[src/rtl/note_sequencer.sv]
// -----------------------------------------------------------------------------
// note_sequencer
//
// Steps the music player through one song held in the note ROM. For every
// slot it fetches the {note, duration} word, pulses load_duration so the time
// advancer picks up the duration, then gates beat through to the advancer
// until advance_done comes back. Playback ends on an end marker (duration 0)
// or after the last slot of the song.
//
// Optional feature macro: SEQ_LOOP_EN
//   defined   - the song repeats from slot 0 instead of stopping. song_done
//               still pulses once per pass. A song whose slot 0 is a marker
//               stops in IDLE so the sequencer cannot spin forever.
//   undefined - playback stops in IDLE after the song.
//
// Ports
//   clk           in   clock, all state changes on the rising edge
//   reset         in   asynchronous active-low reset
//   play          in   play/pause level; a rising edge starts a song
//   song          in   song select, sampled only when a song starts
//   rom_addr      out  registered ROM address {song_q, index}
//   rom_data      in   {note[11:6], duration[5:0]}, valid one cycle after
//                      rom_addr changes (synchronous ROM)
//   beat          in   one-cycle beat pulse
//   advance_done  in   time advancer finished the current duration
//   beat_out      out  beat & play while waiting on a note, else 0
//   load_duration out  one-cycle pulse: advancer loads duration
//   note          out  current note, held until the next load
//   duration      out  current duration, held until the next load
//   new_note      out  one-cycle pulse coincident with load_duration
//   song_done     out  one-cycle pulse at the end of a song (or pass)
//   busy          out  high in every state except IDLE
//   dbg_state     out  current FSM state, for observation only
// -----------------------------------------------------------------------------
module note_sequencer #(
  parameter int SONG_W = 2,
  parameter int NOTE_W = 5
) (
  input  logic                     clk,
  input  logic                     reset,
  input  logic                     play,
  input  logic [SONG_W-1:0]        song,
  output logic [SONG_W+NOTE_W-1:0] rom_addr,
  input  logic [11:0]              rom_data,
  input  logic                     beat,
  input  logic                     advance_done,
  output logic                     beat_out,
  output logic                     load_duration,
  output logic [5:0]               note,
  output logic [5:0]               duration,
  output logic                     new_note,
  output logic                     song_done,
  output logic                     busy,
  output logic [2:0]               dbg_state
);

  localparam logic [2:0] S_IDLE  = 3'd0;
  localparam logic [2:0] S_FETCH = 3'd1;
  localparam logic [2:0] S_LATCH = 3'd2;
  localparam logic [2:0] S_LOAD  = 3'd3;
  localparam logic [2:0] S_WAIT  = 3'd4;
  localparam logic [2:0] S_DONE  = 3'd5;

  localparam logic [NOTE_W-1:0] LAST_IDX = '1;

  logic [2:0]               r_state;
  logic [NOTE_W-1:0]        r_index;
  logic [SONG_W-1:0]        r_song_q;
  logic                     r_play_q;
  logic                     r_arm;
  logic [SONG_W+NOTE_W-1:0] r_rom_addr;
  logic [5:0]               r_note;
  logic [5:0]               r_duration;
  logic                     r_song_done;

  logic                     w_start;
  logic                     w_marker;
  logic                     w_last;
  logic [NOTE_W-1:0]        w_index_nx;

  // A start needs play to have been seen low since reset. play_q clears to 0
  // on reset, so without r_arm a play level held through reset would look
  // like a fresh rising edge on the first cycle after release.
  assign w_start    = play & ~r_play_q & r_arm;
  assign w_marker   = (rom_data[5:0] == 6'd0);
  assign w_last     = (r_index == LAST_IDX);
  // Never wraps: the last slot leaves WAIT without incrementing.
  assign w_index_nx = r_index + {{(NOTE_W-1){1'b0}}, 1'b1};

  // Advancer protocol: load_duration is a single-cycle strobe with note and
  // duration already stable on the same cycle; the advancer answers with a
  // single-cycle advance_done, which is only honoured in WAIT.
  always_ff @(posedge clk or negedge reset) begin
    if (!reset) begin
      r_state     <= S_IDLE;
      r_index     <= '0;
      r_song_q    <= '0;
      r_play_q    <= 1'b0;
      r_arm       <= 1'b0;
      r_rom_addr  <= '0;
      r_note      <= 6'd0;
      r_duration  <= 6'd0;
      r_song_done <= 1'b0;
    end else begin
      r_play_q    <= play;
      r_song_done <= 1'b0;
      if (!play) begin
        r_arm <= 1'b1;
      end
      case (r_state)
        S_IDLE: begin
          if (w_start) begin
            r_song_q   <= song;
            r_index    <= '0;
            // Address is presented during FETCH so the synchronous ROM
            // returns the word in LATCH.
            r_rom_addr <= {song, {NOTE_W{1'b0}}};
            r_state    <= S_FETCH;
          end
        end
        S_FETCH: begin
          r_state <= S_LATCH;
        end
        S_LATCH: begin
          if (w_marker) begin
            r_song_done <= 1'b1;
`ifdef SEQ_LOOP_EN
            if (r_index == '0) begin
              r_state <= S_DONE;
            end else begin
              r_index    <= '0;
              r_rom_addr <= {r_song_q, {NOTE_W{1'b0}}};
              r_state    <= S_FETCH;
            end
`else
            r_state <= S_DONE;
`endif
          end else begin
            r_note     <= rom_data[11:6];
            r_duration <= rom_data[5:0];
            r_state    <= S_LOAD;
          end
        end
        S_LOAD: begin
          r_state <= S_WAIT;
        end
        S_WAIT: begin
          if (advance_done) begin
            if (w_last) begin
              r_song_done <= 1'b1;
`ifdef SEQ_LOOP_EN
              r_index    <= '0;
              r_rom_addr <= {r_song_q, {NOTE_W{1'b0}}};
              r_state    <= S_FETCH;
`else
              r_state <= S_DONE;
`endif
            end else begin
              r_index    <= w_index_nx;
              r_rom_addr <= {r_song_q, w_index_nx};
              r_state    <= S_FETCH;
            end
          end
        end
        S_DONE: begin
          r_state <= S_IDLE;
        end
        default: begin
          r_state <= S_IDLE;
        end
      endcase
    end
  end

  assign rom_addr      = r_rom_addr;
  assign note          = r_note;
  assign duration      = r_duration;
  assign load_duration = (r_state == S_LOAD);
  assign new_note      = (r_state == S_LOAD);
  assign song_done     = r_song_done;
  assign busy          = (r_state != S_IDLE);
  // Pausing only freezes the advancer; the sequencer itself keeps its state.
  assign beat_out      = (r_state == S_WAIT) & beat & play;
  assign dbg_state     = r_state;

endmodule

[config.mk]
export PLATFORM = sky130hd
export DESIGN_NAME = note_sequencer
export DESIGN_NICKNAME = d
export VERILOG_FILES = /design/src/rtl/note_sequencer.sv
export SDC_FILE = /design/constraint.sdc
export NUM_CORES = 1
export LEC_CHECK = 0
export CORE_ASPECT_RATIO = 0.7
export CORE_MARGIN = 1.5
export CORE_UTILIZATION = 39
export DETAILED_ROUTE_END_ITERATION = 6
export GPL_TIMING_DRIVEN = 0
export PLACE_DENSITY_LB_ADDON = 0.08
export SKIP_LAST_GASP = 1
export SLEW_MARGIN = 5
export SYNTH_ARGS = -nofsm -noshare
export SYNTH_HDL_FRONTEND = slang
export SYNTH_SLANG_ARGS = --single-unit
[constraint.sdc]
create_clock -name clk -period 2.1 [get_ports clk]
set_clock_uncertainty 0.05 [all_clocks]
set_input_delay 0.42 -clock clk [delete_from_list [all_inputs] [get_ports clk]]
set_output_delay 0.42 -clock clk [all_outputs]
set_load 0.01 [all_outputs]
After elaboration in Yosys (flattened, before gate mapping)
Cells that the tools add are included.
- register bits after elaboration: 32
- bits in latches: 0
- memory bits (writable): 0
- ROM bits: 0
- bits of input ports: 19
- output and inout bits: 27
- word-level logic and storage cells: 49
- memories kept: 0
- $add $sub $neg: 1
- multipliers: 0
- div/mod/pow operators: 0
- magnitude comparators: 0
- equal/unequal tests: 8
- shift operators: 0
- mux-type cells: 17
- bitwise logic cells: 6
- reductions and logical operators: 8
- operator list (operator ; count):
    $mux 7 ; 3
    $mux 5 ; 3
    $pmux 3 s5 ; 1
    $pmux 7 s2 ; 1
    $mux 3 ; 4
    $pmux 5 s2 ; 1
    $eq 3x2->1 const B ; 2
    $logic_not 6->1 ; 1
    $ne 2x2->1 const B ; 3
    $reduce_and 2->1 ; 3
    $add 5x1->5 const B ; 1
    $eq 5x5->1 const B ; 1
    $and 1x1->1 ; 4
    $reduce_and 4->1 ; 1
    $eq 3x1->1 const B ; 1
    $eq 3x3->1 const B ; 1
    $logic_not 3->1 ; 1
    $mux 1 ; 3
    $reduce_bool 3->1 ; 1
    $not 1->1 ; 2
    $pmux 1 s2 ; 1
    $reduce_bool 2->1 ; 1

Logic depth before layout (Yosys ltp)
- depth in word-level cells: 5
- gate-level depth with buffers: 6
- mapped depth without buffers: 6

Least setup slack after synthesis
No wires, ideal clock.
- path type: reg-to-reg
- from: register r_index[0]
- to: register r_index[0]
- library setup time: 0.125 ns
- data arrival time: 2.010 ns
- data required time: 1.925 ns
- slack: -0.085 ns
- stages on the path, launching flop included: 7
- buffers on the path: 0
- clock period less this slack: 2.185 ns
- cell sequence: dfrtp_1 ha_1 and3_1 ha_1 a211o_1 a221oi_4 mux2_2
- longest elaborated chain between the ends: 4
- elaborated cells between the ends (all ways): 7
- those cells by class: add/sub: 1; eq/ne: 2; mux: 3; reduce/logical: 1
- RTL lines (element ; RTL line ; source):
    start: declaration ; 67 ; logic [NOTE_W-1:0] r_index;
    start signal: assignment ; 159 ; r_index <= w_index_nx;
    $add 5x1->5 ; 88 ; assign w_index_nx = r_index + {{(NOTE_W-1){1'b0}}, 1'b1};
    $mux 5 ; 149 ; if (w_last) begin
    $mux 5 ; 148 ; if (advance_done) begin
    $pmux 5 s2 ; 110 ; case (r_state)
Parallel ways exist; a longest one is shown, timed or not. The select of a mux whose other input is x is not followed.
A chain may end at the register's enable or synchronous reset.

Final worst setup path
- from: register r_state[0], in the netlist dbg_state[0]
- to: output port busy
- longest elaborated chain between the ends: 1
- RTL lines (element ; RTL line ; source):
    start: declaration ; 66 ; logic [2:0] r_state;
    start signal: assignment ; 95 ; r_state <= S_IDLE;
    start signal: assignment ; 118 ; r_state <= S_FETCH;
    start signal: assignment ; 122 ; r_state <= S_LATCH;
    $reduce_bool 3->1 ; 181 ; assign busy = (r_state != S_IDLE);
    end: declaration ; 53 ; output logic busy,
No other way between the ends.

==> results_dict.tcl <==
set metrics [dict create \
    status "finished with violations" \
    violations "setup timing" \
    postCtsHoldBufs 0 \
    grt_util_all_layers_pct 17.2 \
    io_buffers 45 \
    async_flop_share_pct 100 \
    hold_viol_final 0 \
    drcViolationCount 0 \
    place.gp.congestion 0.751 \
    synth-edff-count 0 \
    final_critical_path_setup_slack_ps -153 \
    critPathLaunchType "register" \
    clkSinkCount 27 \
    placed_instance_area_um2 1780 \
    fillerInstances 263 \
    routed_via_density 5.14 \
    top_cells_by_instance_count_after_synthesis "sky130_fd_sc_hd__dfrtp_1 (27), sky130_fd_sc_hd__mux2_2 (18), sky130_fd_sc_hd__inv_1 (8), sky130_fd_sc_hd__nand2_1 (6), sky130_fd_sc_hd__o21ai_0 (4)" \
    finalInstanceArea_um2 1930 \
    number_of_global_route_vias_before_repair 983 \
    cp_data_arrival_time_ps 1780 \
    h-tree-depth 1 \
    wl_per_cell_um 14.2 \
    yosys_top_cell_by_area "sky130_fd_sc_hd__dfrtp_1" \
    number_of_antenna_violations_at_the_first_check_in_global_routing 0 \
    dominantRegCellSynth "sky130_fd_sc_hd__dfrtp_1" \
    synth.cell_area_um2 1280 \
    clock_tree.buffer_depth 2 \
    synthCells 103 \
    max_transition_viols_final 0 \
    worst_hold_path_type "input pin to async pin" \
    multi_input_comb_area_um2 589 \
    critical_path_cell_by_cell "buf_2 > nor3_4 > inv_1 > clkdlybuf4s50_1" \
    route.vias.total 1018 \
    layout_overhead_on_the_synthesized_area_pct 50.4 \
    yosysTopAreaCellShare_pct 52.8 \
    setup_viol 4 \
    wl_met2_mm 1.32 \
    final_cell_count_no_fill 198 \
    finish.net_count 182 \
    wl_met3_um 140 \
    floorplan.die_area_um2 3640 \
    detailedPlacementHpwl_mm 1.99 \
    placeableCoreArea_um2 3150 \
    synth-seq-cells 27 \
    worst_skew_pair.late_latency_ps 270 \
    most_common_cell_in_the_synthesized_netlist "sky130_fd_sc_hd__dfrtp_1" \
    route.antenna.remaining_nets 0 \
    fin_worst_hold_slack_ps 97.5 \
    netlist-cell-type-count 32 \
    violation_count_after_the_first_detailed_routing_iteration 75 \
    cp-end-kind "primary output" \
    clk_root_buffer_cell "sky130_fd_sc_hd__clkbuf_8" \
    synth-warning-count 0 \
    worstMarginPinSlew_ps 605 \
    routed_wl_mm 2.81 \
    m1WireLength_mm 1.34 \
    cp_slowest_stage_delay_ps 490 \
    tritoncts "built" \
    cts_inserted_buffers 3 \
    slowest_stage "sky130_fd_sc_hd__clkdlybuf4s50_1" \
    maxClockFrequency_mhz 444 \
    max-cap-violations 0 \
    sequential_cell_area_um2 677 \
    layout-drive-gt1-share_pct 28.1 \
    initial_cell_density_of_the_core_pct 40.7 \
    synth_nets 124 \
    num_io_pins 46 \
    grt_max_degree 28 \
    worst_path_maximum_fanout 9 \
    ys_seq_area_share_pct 52.8 \
    power_per_cell_area_nw_per_um2 1340 \
    timing.final.crit_period_ps 2250 \
    path_clk_slew_ps 90 \
    max-vdd-ir-drop_mv 0.546 \
    drt-pass1-iter-count 6 \
    grt_pass1_wl_mm 4.79 \
    fin_tns_setup_ps -182 \
    synth.area.top_cells "sky130_fd_sc_hd__dfrtp_1 (53%), sky130_fd_sc_hd__mux2_2 (16%), sky130_fd_sc_hd__inv_1 (2.3%)" \
    grt_overflow 0 \
    die_h_um 50.9 \
    leakage_nw 0.838 \
    die_w_um 71.5 \
    synth_area_per_cell_um2 12.4 \
    core.rowCount 17 \
    finalCritPeriodShare_pct 107 \
    dp_cells 186 \
    critical_path_class "register to primary output" \
    relSlewSlack_pct 59.7 \
    top_layer_used "met4" \
    antenna_cells 0 \
    grt_setup_unrepaired "yes" \
    critical_path_required_ps 1630 \
]
==> worst max-delay path: cells and delay by family, from the launching register on <==
family	cells	cell delay, ps
DFF	1	380
and+or+nand+nor	1	350
buffers and inverters	3	780
==> metal layers <==
| metal | vias up | GRT usage [%] |
|---|---|---|
| met5 | - | 0 |
| met4 | 0 | 2.83 |
| met3 | 2 | 4.73 |
| met2 | 30 | 27.6 |
| met1 | 502 | 24.0 |
| li1 | 484 | - |
==> power breakdown <==
part,internal (mW),switching (mW),total (mW)
registers,0.723,0.124,0.847
clock network,0.136,0.153,0.289
logic,0.854,0.593,1.45
==> registers in the layout (all words and copies together) (netlist names) <==
name / flops
duration: 6
rom_addr: 3
song_done: 1
r_play_q: 1
dbg_state: 3
r_index: 4
note: 6
r_song_q: 2
r_arm: 1
==> worst paths after layout <==
path	slack [ps]	cells past startpoint	endpoint	from
max in group asynchronous	1470	1	dbg_state[1]	reset
min	100	1	r_index[2]	reset
min reg2reg	430	1	r_arm	r_arm
min in group clk	430	1	r_arm	r_arm
max	-150	4	busy	dbg_state[0]
max reg2reg	-10	6	r_index[0]	r_index[0]
==> logic make-up (layout without fill, tap and decap cells) <==
logic type / Yosys count / in the layout / share of synthesized area (%)
AO/OA/AOI/OAI: 17 / 17 / 10.9
adder cells (fa/ha/maj): 2 / 2 / 1.95
buffers and inverters: 12 / 69 / 4.79
flip-flops: 27 / 27 / 52.8
multiplexers: 20 / 20 / 17.4
AND/OR/NAND/NOR: 25 / 25 / 12.2
==> repair_timing <==
action / in CTS / in global routing
pin swaps: 3 / 4
endpoints found under the setup margin: 7 / 19
gates resized for setup: 9 / 7
setup buffers: 5 / 3
==> per-stage QoR <==
step	power (mW)	setup WS, ps	util [%]
6_report	2.58	-153	61.2
5_1_grt	2.76	-250	61.2
4_1_cts	2.57	-191	59.9
3_5_place_dp	2.17	-248	56.6
3_3_place_gp	2.14	-239	56.6
2_1_floorplan	1.58	-20.6	-
==> placed cells by master (no fill, tap or decap), types with 3 or more instances in the layout <==
cell type / synthesis / final
sky130_fd_sc_hd__clkdlybuf4s50_1: 0 / 41
sky130_fd_sc_hd__dfrtp_1: 27 / 26
sky130_fd_sc_hd__mux2_2: 18 / 15
sky130_fd_sc_hd__buf_4: 2 / 9
sky130_fd_sc_hd__inv_1: 8 / 8
sky130_fd_sc_hd__nand2_1: 6 / 6
sky130_fd_sc_hd__o21ai_0: 4 / 4
sky130_fd_sc_hd__mux2_4: 0 / 3
sky130_fd_sc_hd__a21oi_1: 3 / 3
sky130_fd_sc_hd__clkbuf_8: 0 / 3
==> area by class of cell <==
cell class / count / area share (%)
multi-input cells: 64 / 30.6
plain buffers: 4 / 1.62
inverters: 8 / 1.56
flip-flops and latches: 27 / 35.2
clock buffers: 4 / 2.34
repair buffers: 53 / 26.3
well taps: 38 / 2.47
Note: power is estimated with default switching activity, not from simulation.
